==> src/rtl/tlc_pkg.sv <==
// Shared definitions for the traffic-light lamp-bus safety monitor.
// Lamp encodings, tracked phases, fault codes and phase helper functions.
package tlc_pkg;

    localparam logic [1:0] GREEN   = 2'b11;
    localparam logic [1:0] YELLOW  = 2'b10;
    localparam logic [1:0] RED     = 2'b00;
    localparam logic [1:0] ILLEGAL = 2'b01;

    typedef enum logic [2:0] {
        P_SYNC        = 3'd0,
        P_ALLRED_A    = 3'd1,
        P_HWY_GREEN   = 3'd2,
        P_HWY_YELLOW  = 3'd3,
        P_ALLRED_B    = 3'd4,
        P_FARM_GREEN  = 3'd5,
        P_FARM_YELLOW = 3'd6,
        P_FAULT       = 3'd7
    } phase_t;

    typedef enum logic [2:0] {
        F_NONE     = 3'd0,
        F_CONFLICT = 3'd1,
        F_ILLEGAL  = 3'd2,
        F_SEQUENCE = 3'd3,
        F_SHORT    = 3'd4,
        F_STUCK    = 3'd5
    } fault_t;

    // Lamp pair {highway, farm} that a phase expects on the buses.
    function automatic logic [3:0] phase_pair(input phase_t p);
        logic [3:0] r;
        case (p)
            P_HWY_GREEN:   r = {GREEN, RED};
            P_HWY_YELLOW:  r = {YELLOW, RED};
            P_FARM_GREEN:  r = {RED, GREEN};
            P_FARM_YELLOW: r = {RED, YELLOW};
            default:       r = {RED, RED};
        endcase
        return r;
    endfunction

    // Only legal next phase of the normal cycle.
    function automatic phase_t phase_succ(input phase_t p);
        phase_t r;
        case (p)
            P_ALLRED_A:    r = P_HWY_GREEN;
            P_HWY_GREEN:   r = P_HWY_YELLOW;
            P_HWY_YELLOW:  r = P_ALLRED_B;
            P_ALLRED_B:    r = P_FARM_GREEN;
            P_FARM_GREEN:  r = P_FARM_YELLOW;
            P_FARM_YELLOW: r = P_ALLRED_A;
            default:       r = p;
        endcase
        return r;
    endfunction

endpackage

==> src/rtl/tlc_sec_timer.sv <==
// Seconds counter: prescaler of TICKS_1S cycles feeding a saturating counter.
// Ports: i_clk, i_rst_n (async low), i_clr (sync clear), i_freeze (hold), o_sec.
module tlc_sec_timer #(
    parameter int TICKS_1S = 50000000,
    parameter int WIDTH    = 8
) (
    input  logic             i_clk,
    input  logic             i_rst_n,
    input  logic             i_clr,
    input  logic             i_freeze,
    output logic [WIDTH-1:0] o_sec
);

    localparam int PW = (TICKS_1S > 1) ? $clog2(TICKS_1S) : 1;

    logic [PW-1:0]    r_presc;
    logic [WIDTH-1:0] r_sec;
    logic             w_wrap;

    assign w_wrap = (r_presc == PW'(TICKS_1S - 1));
    assign o_sec  = r_sec;

    // Clear wins over freeze so a clear on fault entry yields zero.
    always_ff @(posedge i_clk or negedge i_rst_n) begin
        if (!i_rst_n) begin
            r_presc <= '0;
            r_sec   <= '0;
        end else if (i_clr) begin
            r_presc <= '0;
            r_sec   <= '0;
        end else if (!i_freeze) begin
            r_presc <= w_wrap ? '0 : r_presc + 1'b1;
            if (w_wrap && (r_sec != {WIDTH{1'b1}})) begin
                r_sec <= r_sec + 1'b1;
            end
        end
    end

endmodule

==> src/rtl/tlc_signal_monitor.sv <==
// Safety monitor for the lamp-drive buses: phase tracking, dwell timing, sticky fault.
// Ports: Clk, Rst (async low), highwaySignal, farmSignal, clrFault -> fault, faultCode, phase, dwellSec.
module tlc_signal_monitor
    import tlc_pkg::*;
#(
    parameter int TICKS_1S         = 50000000,
    parameter int MIN_HWY_GREEN_S  = 30,
    parameter int MIN_FARM_GREEN_S = 15,
    parameter int MIN_YELLOW_S     = 3,
    parameter int MIN_ALLRED_S     = 1,
    parameter int MAX_DWELL_S      = 60
) (
    input  logic       Clk,
    input  logic       Rst,
    input  logic [1:0] highwaySignal,
    input  logic [1:0] farmSignal,
    input  logic       clrFault,
    output logic       fault,
    output logic [2:0] faultCode,
    output logic [2:0] phase,
    output logic [7:0] dwellSec
);

    logic [1:0] r_hw_q;
    logic [1:0] r_farm_q;
    phase_t     r_phase;
    logic       r_fault;
    logic [2:0] r_code;

    phase_t     w_phase_nxt;
    phase_t     w_eff;
    fault_t     w_det;
    logic       w_fault_nxt;
    logic [2:0] w_code_nxt;
    logic       w_clr;
    logic [3:0] w_pair;
    logic [7:0] w_sec;
    logic [7:0] w_dwell;
    logic       w_tmr_clr;
    logic       w_tmr_freeze;

    function automatic logic [7:0] min_dwell(input phase_t p);
        logic [7:0] r;
        case (p)
            P_HWY_GREEN:   r = 8'(MIN_HWY_GREEN_S);
            P_FARM_GREEN:  r = 8'(MIN_FARM_GREEN_S);
            P_HWY_YELLOW,
            P_FARM_YELLOW: r = 8'(MIN_YELLOW_S);
            P_ALLRED_A,
            P_ALLRED_B:    r = 8'(MIN_ALLRED_S);
            default:       r = 8'd0;
        endcase
        return r;
    endfunction

    always_ff @(posedge Clk or negedge Rst) begin
        if (!Rst) begin
            r_hw_q   <= RED;
            r_farm_q <= RED;
        end else begin
            r_hw_q   <= highwaySignal;
            r_farm_q <= farmSignal;
        end
    end

    always_ff @(posedge Clk or negedge Rst) begin
        if (!Rst) begin
            r_phase <= P_SYNC;
            r_fault <= 1'b0;
            r_code  <= F_NONE;
        end else begin
            r_phase <= w_phase_nxt;
            r_fault <= w_fault_nxt;
            r_code  <= w_code_nxt;
        end
    end

    // A clear is applied first: checks then run as if already in SYNC
    // with zero dwell, so a fault present during the clear relatches.
    assign w_clr   = (r_phase == P_FAULT) && clrFault;
    assign w_pair  = {r_hw_q, r_farm_q};
    assign w_dwell = w_clr ? 8'd0 : w_sec;

    always_comb begin
        w_phase_nxt = r_phase;
        w_fault_nxt = r_fault;
        w_code_nxt  = r_code;
        w_det       = F_NONE;
        w_eff       = w_clr ? P_SYNC : r_phase;
        if (w_clr) begin
            w_phase_nxt = P_SYNC;
            w_fault_nxt = 1'b0;
            w_code_nxt  = F_NONE;
        end
        if (w_eff != P_FAULT) begin
            if ((r_hw_q != RED) && (r_farm_q != RED)) begin
                w_det = F_CONFLICT;
            end else if ((r_hw_q == ILLEGAL) || (r_farm_q == ILLEGAL)) begin
                w_det = F_ILLEGAL;
            end else if (w_eff == P_SYNC) begin
                if (w_pair == phase_pair(P_HWY_GREEN)) begin
                    w_phase_nxt = P_HWY_GREEN;
                end else if (w_pair == phase_pair(P_FARM_GREEN)) begin
                    w_phase_nxt = P_FARM_GREEN;
                end
            end else if (w_pair == phase_pair(w_eff)) begin
                if (w_dwell >= 8'(MAX_DWELL_S)) begin
                    w_det = F_STUCK;
                end
            end else if (w_pair != phase_pair(phase_succ(w_eff))) begin
                w_det = F_SEQUENCE;
            end else if (w_dwell < min_dwell(w_eff)) begin
                w_det = F_SHORT;
            end else if (w_dwell >= 8'(MAX_DWELL_S)) begin
                w_det = F_STUCK;
            end else begin
                w_phase_nxt = phase_succ(w_eff);
            end
            if (w_det != F_NONE) begin
                w_phase_nxt = P_FAULT;
                w_fault_nxt = 1'b1;
                w_code_nxt  = w_det;
            end
        end
    end

    // Dwell restarts on every real phase change and freezes once faulted.
    assign w_tmr_freeze = (w_phase_nxt == P_FAULT);
    assign w_tmr_clr    = w_clr ||
                          ((w_phase_nxt != r_phase) && !w_tmr_freeze);

    tlc_sec_timer #(
        .TICKS_1S (TICKS_1S),
        .WIDTH    (8)
    ) u_timer (
        .i_clk    (Clk),
        .i_rst_n  (Rst),
        .i_clr    (w_tmr_clr),
        .i_freeze (w_tmr_freeze),
        .o_sec    (w_sec)
    );

    assign fault     = r_fault;
    assign faultCode = r_code;
    assign phase     = r_phase;
    assign dwellSec  = w_sec;

endmodule

==> config.mk <==
export PLATFORM = sky130hd
export DESIGN_NAME = tlc_signal_monitor
export DESIGN_NICKNAME = d
export VERILOG_FILES = /design/src/rtl/tlc_pkg.sv /design/src/rtl/tlc_sec_timer.sv /design/src/rtl/tlc_signal_monitor.sv
export SDC_FILE = /design/constraint.sdc
export NUM_CORES = 1
export LEC_CHECK = 0
export ABC_CLOCK_PERIOD_IN_PS = 5400
export CAP_MARGIN = 25
export CORE_MARGIN = 2
export CORE_UTILIZATION = 55
export DETAILED_ROUTE_END_ITERATION = 12
export GPL_ROUTABILITY_DRIVEN = 0
export HOLD_SLACK_MARGIN = 0.06
export PLACE_DENSITY = 0.84
export SYNTH_ARGS = -nofsm -noshare
export SYNTH_HDL_FRONTEND = slang
export SYNTH_SLANG_ARGS = --single-unit
==> constraint.sdc <==
create_clock -name Clk -period 5.4 [get_ports Clk]
set_input_delay 1.08 -clock Clk [delete_from_list [all_inputs] [get_ports Clk]]
set_output_delay 1.08 -clock Clk [all_outputs]
set_load 0.05 [all_outputs]
Word level (Yosys, flattened, before mapping) --
Index checks and enable logic that the tools add are counted.
Storage, ports and cells: bits in registers 45, input bits 7, output and inout bits 15, word-level logic and storage cells 106
Cells by class: reduce and logical (&&, ||, !) cells 15, $add $sub $neg 2, multiplexer cells 57, equal/unequal tests 23, $lt $le $gt $ge 2
Operators by type and width (count):
- $mux 3 | 28
- $mux 8 | 10
- $mux 26 | 3
- $mux 4 | 9
- $pmux 4 s4 | 2
- $add 26x1->26 const B | 1
- $eq 26x26->1 const B | 1
- $eq 3x3->1 const B | 7
- $pmux 5 s4 | 1
- $pmux 3 s6 | 1
- $eq 3x2->1 const B | 4
- $add 8x1->8 const B | 1
- $ge 8x6->1 const B | 1
- $lt 8x8->1 | 1
- $ne 8x8->1 const B | 1
- $reduce_bool 2->1 | 3
- $eq 2x1->1 const B | 2
- $eq 4x2->1 const B | 1
- $eq 4x4->1 | 1
- $eq 4x4->1 const B | 1
- $logic_and 1x1->1 | 4
- $ne 4x4->1 | 1
- $reduce_or 2->1 | 2
- $eq 3x1->1 const B | 1
- other kinds (9) | 12

Depth between registers and ports, before layout --
depth after elaboration 46, gate-level depth with buffers 23, depth with buffers taken out 18

By module --
A second synthesis with hierarchy kept.
Unflattened totals: cell total of the unflattened synthesis 352, area total of the unflattened synthesis 3039.2 µm²
By module, submodules not included:
- tlc_sec_timer | instances 1, sequential area each 850.8 µm², area an instance 1874.3 µm², cells an instance 204
- tlc_signal_monitor | instances 1, sequential area each 275.3 µm², area an instance 1164.9 µm², cells an instance 148

Worst setup path before layout --
OpenSTA, ideal clock, no wires.
kind input to register, start point input port clrFault, end point register u_timer.r_presc[20], path slack 1006 ps, required time 5275 ps, stages 19, arrival 4269 ps, setup time 125 ps, path buffers 2, cell sequence nand4_1 > nand2_1 > ha_1 > a21oi_1 > o21a_1 > nor2_1 > ha_1 > a21oi_1 > o21a_1 > a221oi_1 > nand4_1 > or2_1 > clkbuf_1 > o211a_1 > nor4b_1 > and3_1 > buf_6 > and3_4 > mux2_2
On the way: word-level cells in the longest chain between the ends 31, elaborated cells between the ends (all ways) 72, those cells by class 2 x order compare; 16 x eq/ne; 46 x mux; 8 x reduce/logical
Ends and longest elaborated chain:
- from (decl) | RTL line tlc_signal_monitor.sv:17 | input logic clrFault,
- $logic_and 1x1->1 (*) | RTL line tlc_signal_monitor.sv:80 | assign w_clr = (r_phase == P_FAULT) && clrFault;
- $mux 3 | RTL line tlc_signal_monitor.sv:89, tlc_signal_monitor.sv:90
- $eq 3x3->1 (tied with other cells) | RTL line tlc_pkg.sv:33, tlc_pkg.sv:46, tlc_signal_monitor.sv:44
- $pmux 3 s6 | RTL line tlc_pkg.sv:46 | case (p)
- $mux 3 | RTL line tlc_signal_monitor.sv:106 | end else if (w_pair == phase_pair(w_eff)) begin
- $mux 3 | RTL line tlc_signal_monitor.sv:100 | end else if (w_eff == P_SYNC) begin
- $mux 3 | RTL line tlc_signal_monitor.sv:98 | end else if ((r_hw_q == ILLEGAL) || (r_farm_q == ILLEGAL)) begin
- $mux 3 | RTL line tlc_signal_monitor.sv:96 | if ((r_hw_q != RED) && (r_farm_q != RED)) begin
- [... 15 more ...]
- $reduce_bool 3->1 | RTL line tlc_signal_monitor.sv:119 | if (w_det != F_NONE) begin
- $mux 3 | RTL line tlc_signal_monitor.sv:119
- $mux 3 | RTL line tlc_signal_monitor.sv:95 | if (w_eff != P_FAULT) begin
- $eq 3x3->1 | RTL line tlc_signal_monitor.sv:128 | assign w_tmr_freeze = (w_phase_nxt == P_FAULT);
- $logic_not 1->1
- $logic_and 1x1->1 | RTL line tlc_signal_monitor.sv:130 | ((w_phase_nxt != r_phase) && !w_tmr_freeze);
- $logic_or 1x1->1 | RTL line tlc_signal_monitor.sv:129 | assign w_tmr_clr = w_clr ||
- $ne 2x1->1 (no line) or $mux 26 (tied branches)
- to (signal assigned) | RTL line tlc_sec_timer.sv:32 | r_presc <= w_wrap ? '0 : r_presc + 1'b1;
- to (decl) | RTL line tlc_sec_timer.sv:16 | logic [PW-1:0] r_presc;
Every way passes the cells marked *; elsewhere a longest branch is shown, timed or not. The select of a mux whose other input is x is not followed. A chain may end at the register's enable or synchronous reset.

Worst setup path after layout --
start point input port clrFault, end point register u_timer.r_presc[7]
On the way: word-level cells in the longest chain between the ends 31, elaborated cells between the ends (all ways) 72, those cells by class 2 x order compare; 16 x eq/ne; 46 x mux; 8 x reduce/logical
Ends and longest elaborated chain:
- $logic_and 1x1->1 (*) | RTL line tlc_signal_monitor.sv:80
- $mux 3 | RTL line tlc_signal_monitor.sv:89, tlc_signal_monitor.sv:90
- $eq 3x3->1 (tied with other cells) | RTL line tlc_pkg.sv:33, tlc_pkg.sv:46, tlc_signal_monitor.sv:44
- $pmux 3 s6 | RTL line tlc_pkg.sv:46
- $mux 3 | RTL line tlc_signal_monitor.sv:106
- $mux 3 | RTL line tlc_signal_monitor.sv:100
- $mux 3 | RTL line tlc_signal_monitor.sv:98
- $mux 3 | RTL line tlc_signal_monitor.sv:96
- [... 16 more ...]
- $mux 3 | RTL line tlc_signal_monitor.sv:119
- $mux 3 (*) | RTL line tlc_signal_monitor.sv:95
- net w_phase_nxt[2] | RTL line tlc_signal_monitor.sv:30 | phase_t w_phase_nxt;
- $eq 3x3->1 | RTL line tlc_signal_monitor.sv:128
- $logic_not 1->1
- $logic_and 1x1->1 | RTL line tlc_signal_monitor.sv:130
- $logic_or 1x1->1 | RTL line tlc_signal_monitor.sv:129
- $ne 2x1->1 (no line) or $mux 26 (tied branches)
Mark *: on every way through the listed nets, which the timed path passes. The rest lies on a longest branch. The select of a mux whose other input is x is not followed.

==> impl_metrics.yaml <==
run_status:
  outcome: "complete, no violations"
clock_network:
  path_clk_slew_ns: 0.09
  clk_latency_ns: 0.31
  cts_tree: "built"
  htreeDepth: 2
  cts_buffers: 5
  cts_sinks: 45
  cts_buffer_depth: 2
  clockRootBuffer: "clkbuf_8"
  cts_hold_buf: 0
finish:
  layout-drive-gt1-share: 0.0936
  syn_to_final_growth_pct: 10.7
  final_area_sq_um: 3610
  finalNonFillerCells: 481
  diodes: 0
  final_nets: 419
worst_setup_path:
  rr_startpoint: "phase[2]"
  rr_worst_depth: 17
  critPathSlowestCell: "or4b_1"
  cp_top_family: "simple AND/OR/NAND/NOR gates"
  arrival_ns: 5.32
  path_class: "input port to flop"
  reg2reg_slack_ns: 0.89
  reg2reg_to: "u_timer.r_presc[7]"
  crit_path_max_incr_delay_ns: 0.67
  cp_num_buf_inv: 3
  cp-end-kind: "flop"
  crit_path_cell_trace: "clkdlybuf4s50_1, nand3_1, nand2_1, inv_1, ha_1, a21oi_1, o21a_1, nor2_1, ha_1, nor4_1, o21a_1, a221oi_1, or4b_1, o2111ai_2, mux2i_1, nand3_2, buf_4, nor4b_1, a21o_1"
  crit_path_start_kind: "input port"
  required_ns: 5.64
  critPathMaxFanout: 12
drt:
  drtIter0Drc: 325
  drtPass1Iterations: 5
  postRouteAntennaNets: 0
  wl_per_cell_microns: 16.1
  vias_per_cell: 6.52
  vias: 3136
  drt_wl_total_microns: 7730
  drc: 0
hold_path:
  hp-class: "flop to flop"
  min_to: "faultCode[0]"
  hold_depth: 2
  worstHoldStart: "faultCode[0]"
timing:
  fmax_mhz: 197
  slew_viol_final: 0
  period_needed_ns: 5.08
  final.setup.tns_ns: 0
  tightest_slew_ns: 0.700
  hold_viol: 0
  worst_hold_slack_ns: 0.479
  finClkSkew_ns: 0.0178
  rsz0062_at_grt: "false"
  fin_crit_sh: 0.942
  slew_headroom: 0.534
  finalSetupViolations: 0
grt:
  grt_start_max_net_pins: 46
  grt_overflow_total: 0
  grt_pass1_vias: 2924
  antenna_found_initial: 0
  grt_first_pass_wirelength_microns: 13100
  grt_usage: 0.251
yosys:
  avgSynthCellArea_sq_um: 8.33
  synth_top_flop_cell: "dfrtp_1"
  synth_largest_area_cell: "dfrtp_1"
  synth_top_area_frac: 0.345
  syn_nets: 406
  synth_seq_cells: 45
  synthArstFlopShare: 1.00
  synthTopCellsByCount: "45 x dfrtp_1, 39 x o21ai_0, 33 x nor2_1"
  yosysMostFrequentCell: "dfrtp_1"
  synthCells: 392
  ys_warn_count: 0
  synth-edff-count: 0
  synth_seq_area_share: 0.345
  syn-cell-area_sq_um: 3270
  ys_types: 68
  synth_area_leaders: "dfrtp_1 34%, o21ai_0 6.0%, nor2_1 3.8%, a22o_1 3.5%, a21oi_1 3.2%"
job:
  cap_violations: 0
power_and_ir_drop:
  ir_worst_vdd_mv: 0.129
  netSwitchingFraction: 0.351
  clockPowerShare: 0.271
  p_leak_nw: 1.54
  intPower_mw: 0.525
  pwr-share-comb: 0.280
  seqPwrFrac: 0.449
  power_mw: 0.809
  p_per_area_nw_per_um2: 224
  switchingPower_mw: 0.284
place:
  place_area_sq_um: 3490
  io_buffers: 21
  place_inst: 472
  place_hpwl_microns: 5360
die:
  die_area_sq_um: 6570
  start_util: 0.562
  die_w_microns: 81.1
  rows: 28
  io_pins: 22
  die_y_microns: 81.1
  coreArea_sq_um: 5820
[power groups by stage]
| stage | Combinational, mW | Clock (mW) | Sequential, mW |
|---|---|---|---|
| floorplan | 0.152 | 0 | 0.382 |
| finish | 0.226 | 0.220 | 0.363 |
| detailed placement | 0.220 | 0 | 0.370 |
| CTS | 0.221 | 0.224 | 0.363 |
| global route | 0.249 | 0.235 | 0.365 |
| global placement | 0.215 | 0 | 0.369 |
[per-layer routing]
| metal | share of wire | global-route usage | wire length [microns] |
|---|---|---|---|
| met5 | 0 | 0 | 0 |
| met1 | 0.47 | 0.334 | 3620 |
| met4 | 0.015 | 0.0949 | 114 |
| met2 | 0.47 | 0.418 | 3640 |
| met3 | 0.047 | 0.0311 | 362 |
[cells in the final DEF, fill, tap and decap left out, types with 3 or more instances in the layout]
master	Yosys	layout
nand4_1	12	12
a21o_1	12	12
and3_1	10	10
nor2b_1	5	5
nor3_1	10	10
nor2_2	2	3
a211oi_1	3	3
o21a_1	5	5
clkdlybuf4s50_1	0	20
and4_1	3	3
a21oi_1	21	21
buf_4	2	10
dfrtp_1	45	45
o211ai_1	3	3
nand2_1	28	28
nand3_1	19	18
ha_1	7	7
inv_1	11	11
a22o_1	13	13
nor4b_1	3	3
or4_1	4	4
and2_1	6	6
o21ai_0	39	39
clkbuf_8	0	5
a22oi_1	3	3
a31oi_1	8	8
or2_2	4	4
nor4_1	8	8
nor2_1	33	32
[timing repair]
item / 4_1_cts / 5_1_grt
hold endpoints to repair: 0 / 0
gates resized for setup: 0 / 1
setup buffers: 0 / 0
setup endpoints to repair: 0 / 15
[logic make-up (layout without fill, tap and decap cells)]
logic type,count (synthesis),in the layout,share of synthesized area
XOR/XNOR,3,3,0.00805
AO/OA/AOI/OAI,132,132,0.272
buffers and inverters,37,51,0.0594
AND/OR/NAND/NOR,164,164,0.276
adder cells (fa/ha/maj),7,7,0.0268
flip-flops,45,45,0.345
multiplexers,4,4,0.0130
[worst max-delay path by stage]
| stage | start | to | slack (ns) | depth (start not counted) |
|---|---|---|---|---|
| 6_report | clrFault | u_timer.r_presc[7] | 0.32 | 19 |
| 2_1_floorplan | clrFault | u_timer.r_presc[20] | 1.01 | 19 |
| 3_5_place_dp | clrFault | u_timer.r_presc[7] | -0.05 | 20 |
| 3_3_place_gp | clrFault | u_timer.r_presc[9] | 0.20 | 19 |
| 4_1_cts | clrFault | u_timer.r_presc[7] | 0.25 | 20 |
| 5_1_grt | clrFault | u_timer.r_presc[11] | 0.01 | 20 |
[cell type report]
cell class	instances	area, sq um
clock buffers	5	68.8
clock inverters	3	22.5
fillers	507	2200
inverters	11	41.3
multi-input cells	310	1950
flip-flops and latches	45	1130
well taps	75	93.8
repair buffers	32	308
[flip-flops by register name, indices dropped and copies added, names as in the netlist]
name             flops
u_timer.r_presc     26
u_timer.o_sec        8
faultCode            3
r_farm_q             2
r_hw_q               2
fault                1
phase                3
[through the flow]
stage,worst slack [ns],util
floorplan,1.01,-
global placement,0.196,0.600
detailed placement,-0.0516,0.600
CTS,0.247,0.616
global route,0.0139,0.621
finish,0.316,0.621
[worst min-delay path, stage by stage (launching register included)]
cell,delay [ns]
dfrtp_1,0.35
nand2_1,0.05
nand2_1,0.05
No activity file was read; power rests on OpenSTA's default activity.
